==> src/rtl/uart_pkg.sv <==
// -----------------------------------------------------------------------------
// uart_pkg
// Shared definitions for the UART transmit and receive engines.
//   tx_state_e    : transmit engine state encoding
//   START_BIT     : line level of a start bit
//   STOP_BIT      : line level of a stop bit, also the idle level
//   DIV_WIDTH_DEF : default width of the baud divisor
//   DATA_WIDTH_DEF: default number of data bits per frame
// -----------------------------------------------------------------------------
package uart_pkg;

   localparam int DIV_WIDTH_DEF  = 16;
   localparam int DATA_WIDTH_DEF = 8;

   localparam logic START_BIT = 1'b0;
   localparam logic STOP_BIT  = 1'b1;

   typedef enum logic [2:0] {
      IDLE   = 3'd0,
      FETCH  = 3'd1,
      LOAD   = 3'd2,
      START  = 3'd3,
      DATA   = 3'd4,
      PARITY = 3'd5,
      STOP   = 3'd6
   } tx_state_e;

endpackage : uart_pkg

==> src/rtl/uart_baud_cnt.sv <==
// -----------------------------------------------------------------------------
// uart_baud_cnt
// Loadable bit-period down-counter. A load captures the reload value (bit
// period minus one) and starts the count from it; while enabled the counter
// decrements and, on reaching zero, raises tick_o for that cycle and reloads.
//
// Ports
//   clk_i        in   system clock
//   rstn_i       in   asynchronous active-low reset
//   load_i       in   capture load_val_i as the new period and restart
//   load_val_i   in   WIDTH  bit period minus one
//   en_i         in   count enable
//   tick_o       out  last cycle of the current bit period
//   zero_next_o  out  the count will be zero in the next cycle, so a tick
//                     is due next cycle if the counter stays enabled
// -----------------------------------------------------------------------------
module uart_baud_cnt
   import uart_pkg::*;
#(
   parameter int WIDTH = DIV_WIDTH_DEF
) (
   input  logic             clk_i,
   input  logic             rstn_i,
   input  logic             load_i,
   input  logic [WIDTH-1:0] load_val_i,
   input  logic             en_i,
   output logic             tick_o,
   output logic             zero_next_o
);

   logic [WIDTH-1:0] period_q, period_d;
   logic [WIDTH-1:0] cnt_q, cnt_d;
   logic             cnt_zero;

   assign cnt_zero = (cnt_q == '0);

   always_comb begin
      cnt_d    = cnt_q;
      period_d = period_q;
      if (load_i) begin
         cnt_d    = load_val_i;
         period_d = load_val_i;
      end else if (en_i) begin
         cnt_d = cnt_zero ? period_q : (cnt_q - WIDTH'(1));
      end
   end

   assign tick_o      = en_i && cnt_zero;
   assign zero_next_o = (cnt_d == '0);

   always_ff @(posedge clk_i or negedge rstn_i) begin
      if (!rstn_i) begin
         cnt_q    <= '0;
         period_q <= '0;
      end else begin
         cnt_q    <= cnt_d;
         period_q <= period_d;
      end
   end

endmodule : uart_baud_cnt

==> src/rtl/uart_tx_serializer.sv <==
// -----------------------------------------------------------------------------
// uart_tx_serializer
// UART transmit engine. Pulls one byte at a time from the TX FIFO read port
// and sends it as start bit, LSB-first data, optional parity, one stop bit.
// Bit period is max(baud_div_i, 1) clocks, captured at the start of each
// frame so divisor changes only affect following frames.
//
// Build option: UART_TX_PARITY_EN
//   defined   -> a parity bit follows the data (even, or odd when
//                parity_odd_i=1, captured per frame)
//   undefined -> 8N1 frames, parity_odd_i is ignored
//
// Ports
//   clk_i           in   system clock (shared with the FIFO)
//   rstn_i          in   asynchronous active-low reset
//   tx_en_i         in   transmitter enable
//   baud_div_i      in   DIV_WIDTH   clocks per bit, 0 behaves as 1
//   parity_odd_i    in   odd (1) / even (0) parity select
//   fifo_empty_i    in   TX FIFO empty flag
//   fifo_rd_data_i  in   DATA_WIDTH  FIFO data, valid the cycle after rden
//   fifo_rden_o     out  single-cycle FIFO read pulse per byte (registered)
//   tx_o            out  serial line, idles high (registered)
//   busy_o          out  engine not idle
//   done_o          out  pulse in the last cycle of each stop bit (registered)
//
// state  | meaning
// -------+---------------------------------------------------------------
// IDLE   | line high, waiting for enable and a non-empty FIFO
// FETCH  | FIFO read enable asserted for this one cycle
// LOAD   | capture FIFO data, bit period and parity; reset bit counter
// START  | start bit (low) for one bit period
// DATA   | data bits LSB-first, one bit period each
// PARITY | parity bit for one bit period (parity builds only)
// STOP   | stop bit (high); chains straight to FETCH if more data waits
// -----------------------------------------------------------------------------
module uart_tx_serializer
   import uart_pkg::*;
#(
   parameter int DATA_WIDTH = DATA_WIDTH_DEF,
   parameter int DIV_WIDTH  = DIV_WIDTH_DEF
) (
   input  logic                  clk_i,
   input  logic                  rstn_i,
   input  logic                  tx_en_i,
   input  logic [DIV_WIDTH-1:0]  baud_div_i,
   input  logic                  parity_odd_i,
   input  logic                  fifo_empty_i,
   input  logic [DATA_WIDTH-1:0] fifo_rd_data_i,
   output logic                  fifo_rden_o,
   output logic                  tx_o,
   output logic                  busy_o,
   output logic                  done_o
);

   localparam int BIT_CNT_W = $clog2(DATA_WIDTH + 1);
   localparam logic [BIT_CNT_W-1:0] LAST_BIT = BIT_CNT_W'(DATA_WIDTH - 1);

   tx_state_e             state_q, state_d;
   logic [DATA_WIDTH-1:0] shift_q, shift_d;
   logic [BIT_CNT_W-1:0]  bit_cnt_q, bit_cnt_d;
   logic                  tx_q, tx_d;
   logic                  rden_q, rden_d;
   logic                  done_q, done_d;
   logic                  more_data;

   logic                  baud_load;
   logic                  baud_en;
   logic                  baud_tick;
   logic                  baud_zero_next;
   logic [DIV_WIDTH-1:0]  baud_reload;

`ifdef UART_TX_PARITY_EN
   logic                  parity_q, parity_d;
`else
   logic                  parity_odd_unused;
   assign parity_odd_unused = parity_odd_i;
`endif

   // Counter holds period-1; a zero divisor is clamped to a 1-clock period.
   assign baud_reload = (baud_div_i == '0) ? '0 : (baud_div_i - DIV_WIDTH'(1));
   assign baud_en     = (state_q == START) || (state_q == DATA) ||
                        (state_q == PARITY) || (state_q == STOP);
   assign more_data   = tx_en_i && !fifo_empty_i;

   uart_baud_cnt #(
      .WIDTH (DIV_WIDTH)
   ) u_baud_cnt (
      .clk_i       (clk_i),
      .rstn_i      (rstn_i),
      .load_i      (baud_load),
      .load_val_i  (baud_reload),
      .en_i        (baud_en),
      .tick_o      (baud_tick),
      .zero_next_o (baud_zero_next)
   );

   always_comb begin
      state_d   = state_q;
      shift_d   = shift_q;
      bit_cnt_d = bit_cnt_q;
      baud_load = 1'b0;
`ifdef UART_TX_PARITY_EN
      parity_d  = parity_q;
`endif

      case (state_q)
         IDLE: begin
            if (more_data) state_d = FETCH;
         end
         FETCH: begin
            state_d = LOAD;
         end
         LOAD: begin
            shift_d   = fifo_rd_data_i;
            bit_cnt_d = '0;
            baud_load = 1'b1;
`ifdef UART_TX_PARITY_EN
            parity_d  = (^fifo_rd_data_i) ^ parity_odd_i;
`endif
            state_d   = START;
         end
         START: begin
            if (baud_tick) state_d = DATA;
         end
         DATA: begin
            if (baud_tick) begin
               if (bit_cnt_q == LAST_BIT) begin
`ifdef UART_TX_PARITY_EN
                  state_d = PARITY;
`else
                  state_d = STOP;
`endif
               end else begin
                  bit_cnt_d = bit_cnt_q + BIT_CNT_W'(1);
                  shift_d   = shift_q >> 1;
               end
            end
         end
         PARITY: begin
`ifdef UART_TX_PARITY_EN
            if (baud_tick) state_d = STOP;
`else
            state_d = IDLE;
`endif
         end
         STOP: begin
            if (baud_tick) state_d = more_data ? FETCH : IDLE;
         end
         default: begin
            state_d = IDLE;
         end
      endcase

      // Outputs are decoded from the next state so they leave the flops
      // aligned with the state they belong to.
      tx_d = STOP_BIT;
      case (state_d)
         START:   tx_d = START_BIT;
         DATA:    tx_d = shift_d[0];
`ifdef UART_TX_PARITY_EN
         PARITY:  tx_d = parity_d;
`endif
         default: tx_d = STOP_BIT;
      endcase

      rden_d = (state_d == FETCH);
      done_d = (state_d == STOP) && baud_zero_next;
   end

   always_ff @(posedge clk_i or negedge rstn_i) begin
      if (!rstn_i) begin
         state_q   <= IDLE;
         shift_q   <= '0;
         bit_cnt_q <= '0;
         tx_q      <= STOP_BIT;
         rden_q    <= 1'b0;
         done_q    <= 1'b0;
      end else begin
         state_q   <= state_d;
         shift_q   <= shift_d;
         bit_cnt_q <= bit_cnt_d;
         tx_q      <= tx_d;
         rden_q    <= rden_d;
         done_q    <= done_d;
      end
   end

`ifdef UART_TX_PARITY_EN
   always_ff @(posedge clk_i or negedge rstn_i) begin
      if (!rstn_i) parity_q <= 1'b0;
      else         parity_q <= parity_d;
   end
`endif

   assign tx_o        = tx_q;
   assign fifo_rden_o = rden_q;
   assign done_o      = done_q;
   assign busy_o      = (state_q != IDLE);

endmodule : uart_tx_serializer
==> config.mk <==
export PLATFORM = sky130hd
export DESIGN_NAME = uart_tx_serializer
export DESIGN_NICKNAME = d
export VERILOG_FILES = /design/src/rtl/uart_pkg.sv /design/src/rtl/uart_baud_cnt.sv /design/src/rtl/uart_tx_serializer.sv
export SDC_FILE = /design/constraint.sdc
export NUM_CORES = 1
export LEC_CHECK = 0
export ABC_AREA = 0
export BUFFER_PORTS_ARGS = -buffer_cell sky130_fd_sc_hd__buf_2
export CORE_MARGIN = 5
export CORE_UTILIZATION = 45
export CTS_BUF_LIST = sky130_fd_sc_hd__clkbuf_16
export DETAILED_ROUTE_END_ITERATION = 12
export SYNTH_ARGS = -nofsm -noshare
export SYNTH_HDL_FRONTEND = slang
export SYNTH_SLANG_ARGS = --single-unit
==> constraint.sdc <==
create_clock -name clk_i -period 3.5 [get_ports clk_i]
set_clock_uncertainty 0.15 [all_clocks]
set_input_delay 0.7 -clock clk_i [delete_from_list [all_inputs] [get_ports clk_i]]
set_output_delay 0.7 -clock clk_i [all_outputs]
set_load 0.005 [all_outputs]
==> out/metrics.yaml, run 1 <==
outcome:
  status: "finished clean"
power:
  clock_power_share_pct: 32.1
  power_leakage_nw: 1.55
  power_frac_comb_pct: 24.5
  p_sw_share_pct: 31.3
  power_density_nw_per_um2: 482
  p_int_w: 0.00119
  vdd_drop_max_mv: 0.217
  seqPwrFrac_pct: 43.4
  switching_power_w: 0.000542
logic_synthesis:
  ys_seq_area_share_pct: 40.2
  synth_ff_type: "dfrtp_1"
  ys_seq_elements: 50
  yosys-top-cells-area: "dfrtp_1, nand2_1, nor2_1"
  yosysUniqueCellTypes: 60
  avgSynthCellArea_um2: 9.06
  syn_inst: 344
  synth_edf_count: 0
  netlist.top_cell.by_area: "dfrtp_1"
  syn_area_um2: 3120
  async_reset_ff_share_pct: 100
  synth_warnings: 0
  yosysTopAreaCellShare_pct: 39.4
  synth.net_count: 378
sta:
  fin_crit_ns: 3.22
  finalMaxSlewViolations: 0
  finalSetupViolCount: 0
  worstMarginPinSlew_ns: 1.06
  hold_viol_final: 0
  relSlewSlack_pct: 29.2
  fin_setup_tns_ns: 0
  max_freq_mhz: 311
  rsz0062_at_grt: "no"
  fin_crit_sh_pct: 91.9
floorplan:
  fp.coreArea_um2: 6760
  io_pins: 33
  die_h_um: 93.2
  fp-row-count: 30
  fp.dieArea_um2: 8690
  initial_core_util_pct: 46.1
  chipWidth_um: 93.2
detailed_routing:
  wl_met3_um: 496
  vias: 2690
  wl_per_cell_um: 16.9
  dr.first_iter.drc_count: 183
  post-route-drc-count: 0
  wl_met1_um: 3620
  viasPerCell: 5.82
  ant_nets: 0
  totalWireLength_um: 7820
  drtPass1Iterations: 4
  dr_wl_met2_um: 3650
  routed.top_layer: "met4"
job:
  max_cap_viol_count: 0
placement:
  place_hpwl_um: 5960
  numPortBuffers: 31
  dp_cells: 454
  gp_congestion: 0.946
grt:
  gr-total-overflow: 0
  grt_max_degree: 33
  antenna_found_initial: 0
  grt_pass1_vias: 2627
  grt_pass1_wl_um: 12800
  grtUsageTotal_pct: 18.8
cts:
  cts.htree.levels: 2
  ctsResizeCount: 0
  cts_inserted_buffers: 5
  clock_sinks: 50
  cts_root_buffer: "clkbuf_16"
  clk_latency_ns: 0.29
  cts_setup_buffers: 0
  clk_pin_slew_ns: 0.07
  tritoncts: "yes"
  postCtsHoldBufs: 0
  clk_path_buf_depth: 2
cells_and_area:
  most-common-layout-cells: "dfrtp_1, nand2_1, buf_2, nor2_1, buf_4"
  final_cells: 462
  final_common_cell: "dfrtp_1"
  antenna_cells: 0
  syn_to_final_growth_pct: 15.4
  drive_gt1_share_pct: 19.4
  nNetsFinal: 415
worst_setup_path:
  r2r-end: "done_o"
  start_kind: "register"
  rr_startpoint: "u_baud_cnt.cnt_q[0]"
  worstSetupStartpoint: "u_baud_cnt.cnt_q[0]"
  cp_data_required_time_ns: 3.55
  critPathMaxFanout: 10
  arrival_ns: 3.26
  critPathCaptureType: "register"
  r2r_cells: 9
  r2r_slack_ns: 0.28
  worstSetupPathType: "register to register"
hold_path:
  hp-class: "input port to async pin"
-- registers in the layout (all words and copies together), names as in the netlist --
name	count
shift_q	8
bit_cnt_q	4
done_o	1
tx_o	1
state_q	3
u_baud_cnt.period_q	16
fifo_rden_o	1
u_baud_cnt.cnt_q	16
-- layout make-up --
cell class                 count  area (µm²)
clock inverter                 3        43.8
clock buffer                   5         125
timing repair buffer          52         313
sequential                    50        1250
inverter                      11        41.3
fill                         635        3160
tap                           80         100
multi-input combinational    261        1720
-- power by group through the flow --
stage / combinational (W) / sequential [W] / clock, W
5_1_grt: 0.000471 / 0.000768 / 0.000589
3_3_place_gp: 0.000417 / 0.000756 / 0
3_5_place_dp: 0.000419 / 0.000761 / 0
4_1_cts: 0.000424 / 0.000749 / 0.000567
6_report: 0.000424 / 0.000752 / 0.000556
2_1_floorplan: 0.000315 / 0.000733 / 0
-- per-stage QoR --
| step | hold slack (ns) | total power (W) | instance area (µm²) | worst slack (ns) | util [%] |
|---|---|---|---|---|---|
| 2_1_floorplan | 0.254 | 0.00105 | 3120 | 0.467 | - |
| 3_3_place_gp | 0.309 | 0.00117 | 3430 | 0.299 | 50.7 |
| 3_5_place_dp | 0.313 | 0.00118 | 3430 | 0.280 | 50.7 |
| 4_1_cts | 0.331 | 0.00174 | 3590 | 0.275 | 53.2 |
| 5_1_grt | 0.355 | 0.00183 | 3590 | 0.151 | 53.2 |
| 6_report | 0.316 | 0.00173 | 3590 | 0.285 | 53.2 |
-- worst max-delay path, stage by stage (launching register included) --
cell,delay (ns)
dfrtp_1,0.42
inv_1,0.12
ha_1,0.17
or4b_1,0.48
or4_4,0.64
mux2i_4,0.20
o221ai_2,0.15
a2111oi_4,0.37
nand4bb_1,0.17
nor4b_2,0.26
-- metal layers --
metal	GRT usage (%)	up-vias
met5	0	-
met4	6.23	0
met3	2.33	2
met2	30.0	82
met1	26.6	1270
li1	-	1336
-- Yosys cell counts (5+ instances only) --
master,number
a21o_1,8
a21oi_1,9
a22oi_1,6
a31oi_1,6
clkbuf_1,14
dfrtp_1,49
ha_1,5
inv_1,11
mux2i_1,8
nand2_1,46
nand2b_1,6
nor2_1,28
nor3_1,6
nor3b_1,6
nor4_1,5
nor4b_1,5
o211ai_1,11
o21ai_0,19
or3_1,10
xnor2_1,6
xor2_1,7
-- worst max path at each step --
stage,end,slack (ns)
floorplan,done_o,0.47
global placement,done_o,0.30
detailed placement,done_o,0.28
CTS,done_o,0.28
global route,done_o,0.15
finish,done_o,0.28
-- cell families after synthesis --
group	share of synthesized area [%]
xor gates and xnor gates	3.65
and+or+nand+nor	25.4
buffers and inverters	4.62
AOI/OAI and AO/OA	20.1
DFF	40.2
adders and majority gates	2.33
muxes	3.65
Note: power is estimated with default switching activity, not from simulation.
==> inputs of run 2 (changes only) <==
--- a/config.mk
+++ b/config.mk
@@ -7,7 +7,7 @@
 export LEC_CHECK = 0
 export ABC_AREA = 0
 export BUFFER_PORTS_ARGS = -buffer_cell sky130_fd_sc_hd__buf_2
-export CORE_MARGIN = 5
+export CORE_MARGIN = 2
 export CORE_UTILIZATION = 45
 export CTS_BUF_LIST = sky130_fd_sc_hd__clkbuf_16
 export DETAILED_ROUTE_END_ITERATION = 12
==> run 2 against run 1 <==
Highest routed layer unchanged; core utilization decreased by 0.33 points; via count rose by 2.5%; critical endpoint unchanged; clock-buffer cell count unchanged; critical path type unchanged; critical path depth is the same; largest cell class unchanged; maximum frequency shrank 0.17%; cell area shrank 0.63%; largest power group unchanged; worst setup slack worse by 0.0056 ns.
==> out/metrics.yaml, run 2 (synthesis gave the netlist of run 1 again) <==
worst_setup_path:
  worstSetupPathType: "register to register"
  r2r_cells: 9  # unchanged
  arrival_ns: 3.27  # about the same
  critPathCaptureType: "register"
  start_kind: "register"
  critPathMaxFanout: 10  # unchanged
  worstSetupStartpoint: "u_baud_cnt.cnt_q[0]"
  crit_family: "simple AND/OR/NAND/NOR gates"
  critPathCapture: "done_o"
  cpPeakStageDelay_ns: 0.64  # about the same
  cp_cell_sequence: "inv_1 -> ha_1 -> or4b_1 -> or4_4 -> nand4_1 -> o311ai_0 -> nor4b_1 -> nand4bb_1 -> nor4b_2"
  r2r-end: "done_o"
  path_depth: 9  # unchanged
  cp_data_required_time_ns: 3.55  # about the same
  path_buf_inv: 1  # unchanged
  r2r_slack_ns: 0.28  # about the same
  rr_startpoint: "u_baud_cnt.cnt_q[0]"
  crit_path_top_delay_cell: "or4_4"
detailed_routing:
  vias: 2758  # +2.5%
  wl_met1_um: 3810  # +5.3%
  post-route-drc-count: 0  # unchanged
  routed.top_layer: "met4"
  wl_met3_um: 346  # -30%
  ant_nets: 0  # unchanged
  totalWireLength_um: 7790  # -0.37%
  wl_per_cell_um: 17.0  # +0.28%
  dr.first_iter.drc_count: 233  # +27%
  dr_wl_met2_um: 3500  # -4.2%
  viasPerCell: 6.01  # +3.2%
  drtPass1Iterations: 4  # unchanged
cells_and_area:
  antenna_cells: 0  # unchanged
  stdcell_area_um2: 3570  # -0.63%
  drive_gt1_share_pct: 18.7  # -0.64 points
  syn_to_final_growth_pct: 14.7
  nNetsFinal: 412  # -0.72%
  final_common_cell: "dfrtp_1"
  most-common-layout-cells: "dfrtp_1, nand2_1, buf_2, nor2_1, o21ai_0"
  reg_top3: "u_baud_cnt.cnt_q (16), u_baud_cnt.period_q (16), shift_q (8)"
outcome:
  status: "finished clean"
cts:
  cts_setup_buffers: 0  # unchanged
  clk_pin_slew_ns: 0.07  # about the same
  clk_path_buf_depth: 2  # unchanged
  clock_sinks: 50  # unchanged
  postCtsHoldBufs: 0  # unchanged
  clk_latency_ns: 0.29  # about the same
  ctsResizeCount: 0  # unchanged
  cts_inserted_buffers: 5  # unchanged
  cts.htree.levels: 2  # unchanged
  tritoncts: "yes"
  cts_root_buffer: "clkbuf_16"
sta:
  finalSetupViolCount: 0  # unchanged
  rsz0062_at_grt: "no"
  finalMaxSlewViolations: 0  # unchanged
  hold-worst-slack_ns: 0.326  # +0.0101 ns
  relSlewSlack_pct: 31.5  # +2.3 points
  fin_setup_tns_ns: 0  # unchanged
  hold_viol_final: 0  # unchanged
  fin_crit_ns: 3.22  # +0.00557 ns
  worstMarginPinSlew_ns: 1.02  # -0.0383 ns
  max_freq_mhz: 310  # -0.17%
  fin_crit_sh_pct: 92.0  # +0.16 points
placement:
  placedInstanceArea_um2: 3400  # -0.66%
  place_hpwl_um: 5640  # -5.3%
  numPortBuffers: 31  # unchanged
  gp_congestion: 0.860  # -9.1%
power:
  design_power_total_w: 0.00174  # +0.51%
  power_density_nw_per_um2: 487  # +1.1%
  vdd_drop_max_mv: 0.253  # +17%
  power_leakage_nw: 1.54  # -0.89%
floorplan:
  die_h_um: 87.2  # -6.4%
  chipWidth_um: 87.2  # -6.4%
  fp.coreArea_um2: 6760  # unchanged
  initial_core_util_pct: 46.1  # unchanged
  fp-row-count: 30  # unchanged
  io_pins: 33  # unchanged
  fp.dieArea_um2: 7600  # -12%
grt:
  grt_pass1_vias: 2634  # +0.27%
  grt_max_degree: 33  # unchanged
  grt_pass1_wl_um: 13300  # +3.7%
  grtUsageTotal_pct: 22.4  # +3.6 points
  antenna_found_initial: 0  # unchanged
  gr-total-overflow: 0  # unchanged
hold_path:
  hp-class: "input port to async pin"
job:
  max_cap_viol_count: 0  # unchanged
[run 2: changes by cell type in the layout (fill, tap and decap cells not counted), sizes merged]
| cell | before | now |
|---|---|---|
| buf | 52 | 49 |
[run 2: worst min-delay path by stage]
stage	from	endpoint	slack (ns)
2_1_floorplan	rstn_i	bit_cnt_q[0]	0.25
3_3_place_gp	shift_q[6]	shift_q[6]	0.31
3_5_place_dp	shift_q[2]	shift_q[2]	0.31
4_1_cts	shift_q[2]	shift_q[2]	0.33
5_1_grt	shift_q[6]	shift_q[6]	0.35
6_report	rstn_i	u_baud_cnt.period_q[14]	0.33
[run 2: report_power, final]
part | switching (W) | internal (W)
clock | 0.000218 | 0.000339
sequential | 0.0000925 | 0.000661
combinational | 0.000239 | 0.000191
total | 0.000550 | 0.00119
[run 2: final cells by class]
type / count / area [µm²]
clock buffer: 5 / 125
clock inverter: 3 / 43.8
fill: 639 / 3180
inverter: 11 / 41.3
multi-input combinational: 261 / 1720
sequential: 50 / 1250
tap: 80 / 100
timing repair buffer: 49 / 290
[run 2: worst reg2reg max path, stage by stage (launching register included)]
cell and delay, ns:
dfrtp_1 0.41, inv_1 0.11, ha_1 0.18, or4b_1 0.47, or4_4 0.64, nand4_1 0.13
o311ai_0 0.19, nor4b_1 0.40, nand4bb_1 0.21, nor4b_2 0.24
[run 2: per-layer routing]
layer | track usage, % | up-vias
met5 | 0 | -
met4 | 6.57 | 0
met3 | 2.84 | 11
met2 | 34.2 | 77
met1 | 33.5 | 1332
li1 | - | 1338
[run 2: per-stage QoR]
step | util [%] | setup WS (ns) | cells
2_1_floorplan | - | 0.467 | 344
3_3_place_gp | 50.4 | 0.334 | 451
3_5_place_dp | 50.4 | 0.291 | 451
4_1_cts | 52.9 | 0.299 | 459
5_1_grt | 52.9 | 0.105 | 459
6_report | 52.9 | 0.279 | 459
